===== config.mk =====
export PLATFORM = sky130hd
export DESIGN_NAME = decoder_nxm_seq
export DESIGN_NICKNAME = d
export VERILOG_FILES = /design/src/rtl/decoder_nxm_seq_pkg.sv /design/src/rtl/decoder_nxm_seq_scan_index_counter.sv /design/src/rtl/decoder_nxm_seq.sv
export SDC_FILE = /design/constraint.sdc
export NUM_CORES = 1
export LEC_CHECK = 0
export CAP_MARGIN = 20
export CORE_MARGIN = 5
export CORE_UTILIZATION = 37
export DETAILED_ROUTE_END_ITERATION = 16
export HOLD_SLACK_MARGIN = 0.12
export PLACE_DENSITY_LB_ADDON = 0.1
export SYNTH_ARGS = -nofsm -noshare
export SYNTH_HDL_FRONTEND = slang
export SYNTH_SLANG_ARGS = --single-unit

===== constraint.sdc =====
create_clock -name clk -period 1.1 [get_ports clk]
set_input_delay 0.33 -clock clk [delete_from_list [all_inputs] [get_ports clk]]
set_output_delay 0.33 -clock clk [all_outputs]
set_load 0.02 [all_outputs]

===== src/rtl/decoder_nxm_seq_pkg.sv =====
// Shared types for the registered N-to-M decoder: FSM state encoding and mode values.
package dec_pkg;

  typedef enum logic {
    IDLE = 1'b0,
    SCAN = 1'b1
  } state_t;

  localparam logic MODE_DIRECT = 1'b0;
  localparam logic MODE_SCAN   = 1'b1;

endpackage


===== src/rtl/decoder_nxm_seq_scan_index_counter.sv =====
// Dwell timer plus wrapping scan index for decoder_nxm_seq.
// The dwell timer is a down-counter reloaded with the latched dwell; reaching
// zero is the terminal count that advances the index.
module scan_index_counter #(
  parameter int ADDR_W  = 3,
  parameter int NUM_OUT = 8,
  parameter int DWELL_W = 8
) (
  input  logic               clk,
  input  logic               rst_n,
  input  logic               load,
  input  logic               clear,
  input  logic               run,
  input  logic [DWELL_W-1:0] dwell,
  output logic               advance,
  output logic [ADDR_W-1:0]  index,
  output logic [ADDR_W-1:0]  index_nxt
);

  localparam logic [ADDR_W-1:0] LAST = ADDR_W'(NUM_OUT - 1);

  logic [DWELL_W-1:0] dwell_q;
  logic [DWELL_W-1:0] cnt;

  // clear (stop) suppresses the advance that would otherwise fire on the same edge
  assign advance   = run && (cnt == '0) && !clear;
  assign index_nxt = (index == LAST) ? '0 : index + 1'b1;

  // dwell latch, down-counter and wrapping index
  always_ff @(posedge clk or negedge rst_n) begin
    if (!rst_n) begin
      dwell_q <= '0;
      cnt     <= '0;
      index   <= '0;
    end else if (load) begin
      dwell_q <= dwell;
      cnt     <= dwell;
      index   <= '0;
    end else if (clear) begin
      cnt     <= '0;
      index   <= '0;
    end else if (advance) begin
      cnt     <= dwell_q;
      index   <= index_nxt;
    end else if (run) begin
      cnt     <= cnt - 1'b1;
    end
  end

endmodule


===== src/rtl/decoder_nxm_seq.sv =====
// Registered one-hot decoder with handshaked direct mode and optional scan sequencer.
// Build option: define SCAN_DECODER_SCAN_EN to include the scan FSM and counter;
// without it the block is a pure registered direct-mode decoder.
//
// state | meaning
// IDLE  | direct mode, addresses accepted when in_valid
// SCAN  | sequencer walks outputs 0..NUM_OUT-1 with dwell+1 cycles per step
module decoder_nxm_seq
  import dec_pkg::*;
#(
  parameter int ADDR_W  = 3,
  parameter int NUM_OUT = 8,
  parameter int DWELL_W = 8
) (
  input  logic               clk,
  input  logic               rst_n,
  input  logic               in_valid,
  output logic               in_ready,
  input  logic [ADDR_W-1:0]  in_addr,
  input  logic               mode,
  input  logic               start,
  input  logic               stop,
  input  logic [DWELL_W-1:0] dwell,
  output logic [NUM_OUT-1:0] out_onehot,
  output logic [ADDR_W-1:0]  out_addr,
  output logic               out_valid,
  output logic               err,
  output logic               busy
);

  logic               accept;
  logic               in_range;
  logic [NUM_OUT-1:0] dec_direct;
  logic [NUM_OUT-1:0] dec_scan;
  logic               scan_start;
  logic               scan_stop;
  logic               scan_adv;
  logic [ADDR_W-1:0]  scan_next;

`ifdef SCAN_DECODER_SCAN_EN
  state_t            state;
  state_t            state_nxt;
  logic [ADDR_W-1:0] scan_index;

  // state register
  always_ff @(posedge clk or negedge rst_n) begin
    if (!rst_n) state <= IDLE;
    else        state <= state_nxt;
  end

  // next-state decode; scan start beats a simultaneous direct request
  always_comb begin
    state_nxt  = state;
    scan_start = 1'b0;
    scan_stop  = 1'b0;
    case (state)
      IDLE: if (start && (mode == MODE_SCAN)) begin
        state_nxt  = SCAN;
        scan_start = 1'b1;
      end
      SCAN: if (stop) begin
        state_nxt = IDLE;
        scan_stop = 1'b1;
      end
    endcase
  end

  assign in_ready = (state == IDLE) && !(start && (mode == MODE_SCAN));
  assign busy     = (state == SCAN);

  scan_index_counter #(
    .ADDR_W  (ADDR_W),
    .NUM_OUT (NUM_OUT),
    .DWELL_W (DWELL_W)
  ) u_scan_cnt (
    .clk       (clk),
    .rst_n     (rst_n),
    .load      (scan_start),
    .clear     (scan_stop),
    .run       (state == SCAN),
    .dwell     (dwell),
    .advance   (scan_adv),
    .index     (scan_index),
    .index_nxt (scan_next)
  );

  logic unused_scan;
  assign unused_scan = ^scan_index;
`else
  assign in_ready   = 1'b1;
  assign busy       = 1'b0;
  assign scan_start = 1'b0;
  assign scan_stop  = 1'b0;
  assign scan_adv   = 1'b0;
  assign scan_next  = '0;

  logic unused_scan;
  assign unused_scan = ^{mode, start, stop, dwell};
`endif

  assign accept   = in_valid && in_ready;
  assign in_range = ({1'b0, in_addr} < (ADDR_W + 1)'(NUM_OUT));

  // one-hot decode of the direct address and of the next scan position
  always_comb begin
    dec_direct = '0;
    dec_scan   = '0;
    for (int i = 0; i < NUM_OUT; i++) begin
      dec_direct[i] = in_range && (in_addr == ADDR_W'(i));
      dec_scan[i]   = (scan_next == ADDR_W'(i));
    end
  end

  // output registers; out_valid and err are single-cycle pulses
  always_ff @(posedge clk or negedge rst_n) begin
    if (!rst_n) begin
      out_onehot <= '0;
      out_addr   <= '0;
      out_valid  <= 1'b0;
      err        <= 1'b0;
    end else begin
      out_valid <= 1'b0;
      err       <= 1'b0;
      if (scan_start) begin
        out_onehot <= NUM_OUT'(1);
        out_addr   <= '0;
        out_valid  <= 1'b1;
      end else if (scan_stop) begin
        out_onehot <= '0;
        out_addr   <= '0;
        out_valid  <= 1'b1;
      end else if (scan_adv) begin
        out_onehot <= dec_scan;
        out_addr   <= scan_next;
        out_valid  <= 1'b1;
      end else if (accept) begin
        out_onehot <= dec_direct;
        out_addr   <= in_addr;
        out_valid  <= 1'b1;
        err        <= !in_range;
      end
    end
  end

endmodule


* Word-level counts from Yosys, hierarchy flattened *
Cells that the tools add are included.

operators by class
  muxes and demuxes = 1
  eq/ne operators = 7
  reduce and logical (&&, ||, !) cells = 1

operators with widths
  operator                                              count
  equality test 3 bit (second input constant)           4
  equality test 3 x 2 -> 1 bit (second input constant)  2
  equality test 3 x 1 -> 1 bit (second input constant)  1
  logical NOT 3 bit                                     1
  two-way mux 1 bit                                     1

word-level totals
  register bits = 12
  output and inout port bits = 15
  bits of input ports = 17

* Longest topological paths before layout *
  depth in word-level cells = 1
  mapped depth = 4
  mapped depth without buffers = 2

* Least setup slack after synthesis *
OpenSTA, ideal clock, no wires.

  path type = input -> register
  start = input port in_valid
  end = register out_onehot[0]
  cell stages on the path = 2
  slack = 0.232 ns
  buffers on the path = 1
  arrival time = 0.743 ns
  data required time = 0.975 ns
  path through = buf_6 mux2_2

RTL lines
  element               line                    text
  from (decl)           decoder_nxm_seq.sv:17   input logic in_valid,
  to (signal assigned)  decoder_nxm_seq.sv:133  out_onehot <= dec_scan;
  to (signal assigned)  decoder_nxm_seq.sv:137  out_onehot <= dec_direct;
  to (decl)             decoder_nxm_seq.sv:24   output logic [NUM_OUT-1:0] out_onehot,

No word-level cell between the ends.

* Final worst setup path *
  start = register out_onehot[4]
  end = output port out_onehot[4]

No word-level cell between the ends.

==> flow_summary.yaml <==
status:
  status: "finished with violations"
  violations: "setup timing"
yosys:
  synth_compound_area_share_pct: 11.08
  synth_mux_area_share_pct: 4.337
  yosys.area_share.simple_pct: 9.398
  synth_top_family_by_area: "buffers and inverters"
  syn_inst: 49
  synthAdderAreaFrac_pct: 0
  synth_xor_area_share_pct: 0
  avgSynthCellArea_um2: 10.60
  synth_area_um2: 519.2
  ys_types: 14
  ys_seq_area_share_pct: 57.83
  ys_ff_latch: 12
  yosysWarnings: 0
grt:
  grt_max_degree: 13
  antenna_found_initial: 0
  grt_pass1_wl_um: 1649
  met2_usage_pct: 16.84
  grt_pass1_vias: 381
  use_met1_pct: 13.35
  use_met3_pct: 3.383
  track_usage_pct: 10.95
  grt-busiest-layer: "met2"
  overflow: 0
cells_and_area:
  synthToLayoutAreaGrowth_pct: 57.83
  finalNetCount: 95
  regArea_um2: 300.3
  drive_above_1_share_pct: 41.56
  antenna_cells: 0
  fillers: 122
  layout_common_cells: "12 x dfrtp_1, 12 x buf_6, 11 x buf_4"
  multi_input_area_um2: 155.1
power_and_ir_drop:
  leakagePower_nw: 0.4238
  vdd_drop_max_v: 0.0008273
  fin_total_pwr_mw: 1.060
  power.density_mw_per_mm2: 1293
critical_path:
  cp.required_ns: 0.77
  slowest_delay_ns: 0.40
  critPathArrivalTime_ns: 0.80
  cp-start-kind: "register"
  worstPathCellList: "buf_6"
  cpLargestDelayFamily: "flip-flops"
  crit_type: "reg2out"
  crit_path_end_kind: "output pin"
  worstPathMaxFanout: 2
  cpMaxStageDelayCell: "dfrtp_1"
  critPathBufInv: 1
placed_design:
  io_buffers: 17
  dp_hpwl_um: 746
  gp_congestion: 0.7305
route:
  dr.pass1.iters: 2
  avgViaCountPerCell: 4.370
  wirelength_um: 1040
  wl_per_cell_um: 11.30
  dr.first_iter.drc_count: 1
  antenna_left: 0
  drcViolationCount: 0
  dr_total_vias: 402
clock_tree:
  cts_buffer_depth: 2
  cts_tree: "done"
  clkSlewWorstSetupHoldPaths_ns: 0.08
  root_buffer: "clkbuf_4"
  cts_made_buffers: 3
  cts.hold.buffers_added: 0
  clock_sinks: 12
  ctsHtreeMaxLevel: 1
  clock_latency_ns: 0.26
timing:
  fmax_mhz: 882.0
  hold_ws_ns: 0.3527
  fin_crit_sh_pct: 103.1
  setup_slack_ns: -0.03383
  rsz0062_at_grt: "yes"
  slew_violations: 0
  setup_viol: 12
  skew_ns: 0
  fin_crit_ns: 1.134
  hold_viol_final: 0
floorplan:
  chipHeight_um: 47.46
  io_pins: 32
  die_area_mm2: 0.002252
  die_width_um: 47.46
  row_count: 13
  core_mm2: 0.001318
  start_util_pct: 39.41
worst_hold_path:
  hp-class: "in2async"
flow_run:
  cap_violations: 0
-- path summary, 6_finish.rpt --
kind / from / endpoint / slack, ns / depth (start not counted)
min in group clk: in_addr[1] / out_onehot[6]$_DFFE_PN0P_ / 0.44 / 3
min: rst_n / out_valid$_DFF_PN0_ / 0.35 / 2
max reg2reg: out_onehot[6]$_DFFE_PN0P_ / out_onehot[6]$_DFFE_PN0P_ / 0.23 / 4
max: out_onehot[4]$_DFFE_PN0P_ / out_onehot[4] / -0.03 / 1
max in group asynchronous: rst_n / out_onehot[3]$_DFFE_PN0P_ / 0.59 / 2
min reg2reg: out_addr[0]$_DFFE_PN0P_ / out_addr[0]$_DFFE_PN0P_ / 0.53 / 2
-- synth_stat cells, drive strengths merged --
cell type / n / area share, %
buf: 5 / 8.7
conb: 2 / 1.4
dfrtp: 12 / 58
inv: 10 / 7.2
mux2: 2 / 4.3
nand2: 4 / 3.4
nand2b: 3 / 3.6
nor3: 1 / 0.96
nor3b: 1 / 1.4
o21ai: 3 / 2.9
o22ai: 4 / 4.8
o32ai: 2 / 3.4
-- flip-flops by register name, summed over array words and instances (netlist names) --
signal / flops
out_onehot: 8
out_valid: 1
out_addr: 3
-- metrics by stage --
| stage | cell area, µm² | instances | setup TNS (ns) | util [%] | setup slack, ns |
|---|---|---|---|---|---|
| floorplan | 523.0 | 50 | 0 | - | 0.2323 |
| global placement | 719.4 | 84 | -5.040 | 54.61 | -0.3445 |
| detailed placement | 719.4 | 84 | -5.172 | 54.61 | -0.3627 |
| CTS | 770.7 | 89 | -0.4730 | 58.50 | -0.05440 |
| global route | 819.5 | 92 | -0.7347 | 62.20 | -0.07494 |
| finish | 819.5 | 92 | -0.2489 | 62.20 | -0.03383 |
-- area by class of cell --
cell class,instances,share of cell area [%]
clock buffers,4,4.427
well taps,15,2.290
inverters,10,4.580
flip-flops and latches,12,36.64
repair buffers,28,33.13
multi-input cells,23,18.93
-- layer usage --
layer / vias up / part of all wire (%)
met5: - / 0
met1: 183 / 46
met3: 2 / 5.5
met2: 10 / 47
met4: 0 / 0.58
li1: 207 / -
-- kinds of logic after synthesis --
| kind of cell | after synthesis |
|---|---|
| simple gates | 9 |
| buf+inv | 15 |
| flops | 12 |
| mux | 2 |
| other cells | 2 |
| compound gates | 9 |
-- where the power goes --
| group | switching, mW | internal [mW] |
|---|---|---|
| combinational | 0.110 | 0.116 |
| sequential | 0.0185 | 0.470 |
| clock | 0.145 | 0.201 |
| total | 0.273 | 0.787 |
-- timing repair --
action / CTS / global route
setup buffers: 1 / 3
endpoints found under the setup margin: 19 / 14
gates resized for setup: 71 / 6
endpoints found under the hold margin: 0 / 0
Power figures use the tool's default switching activity.
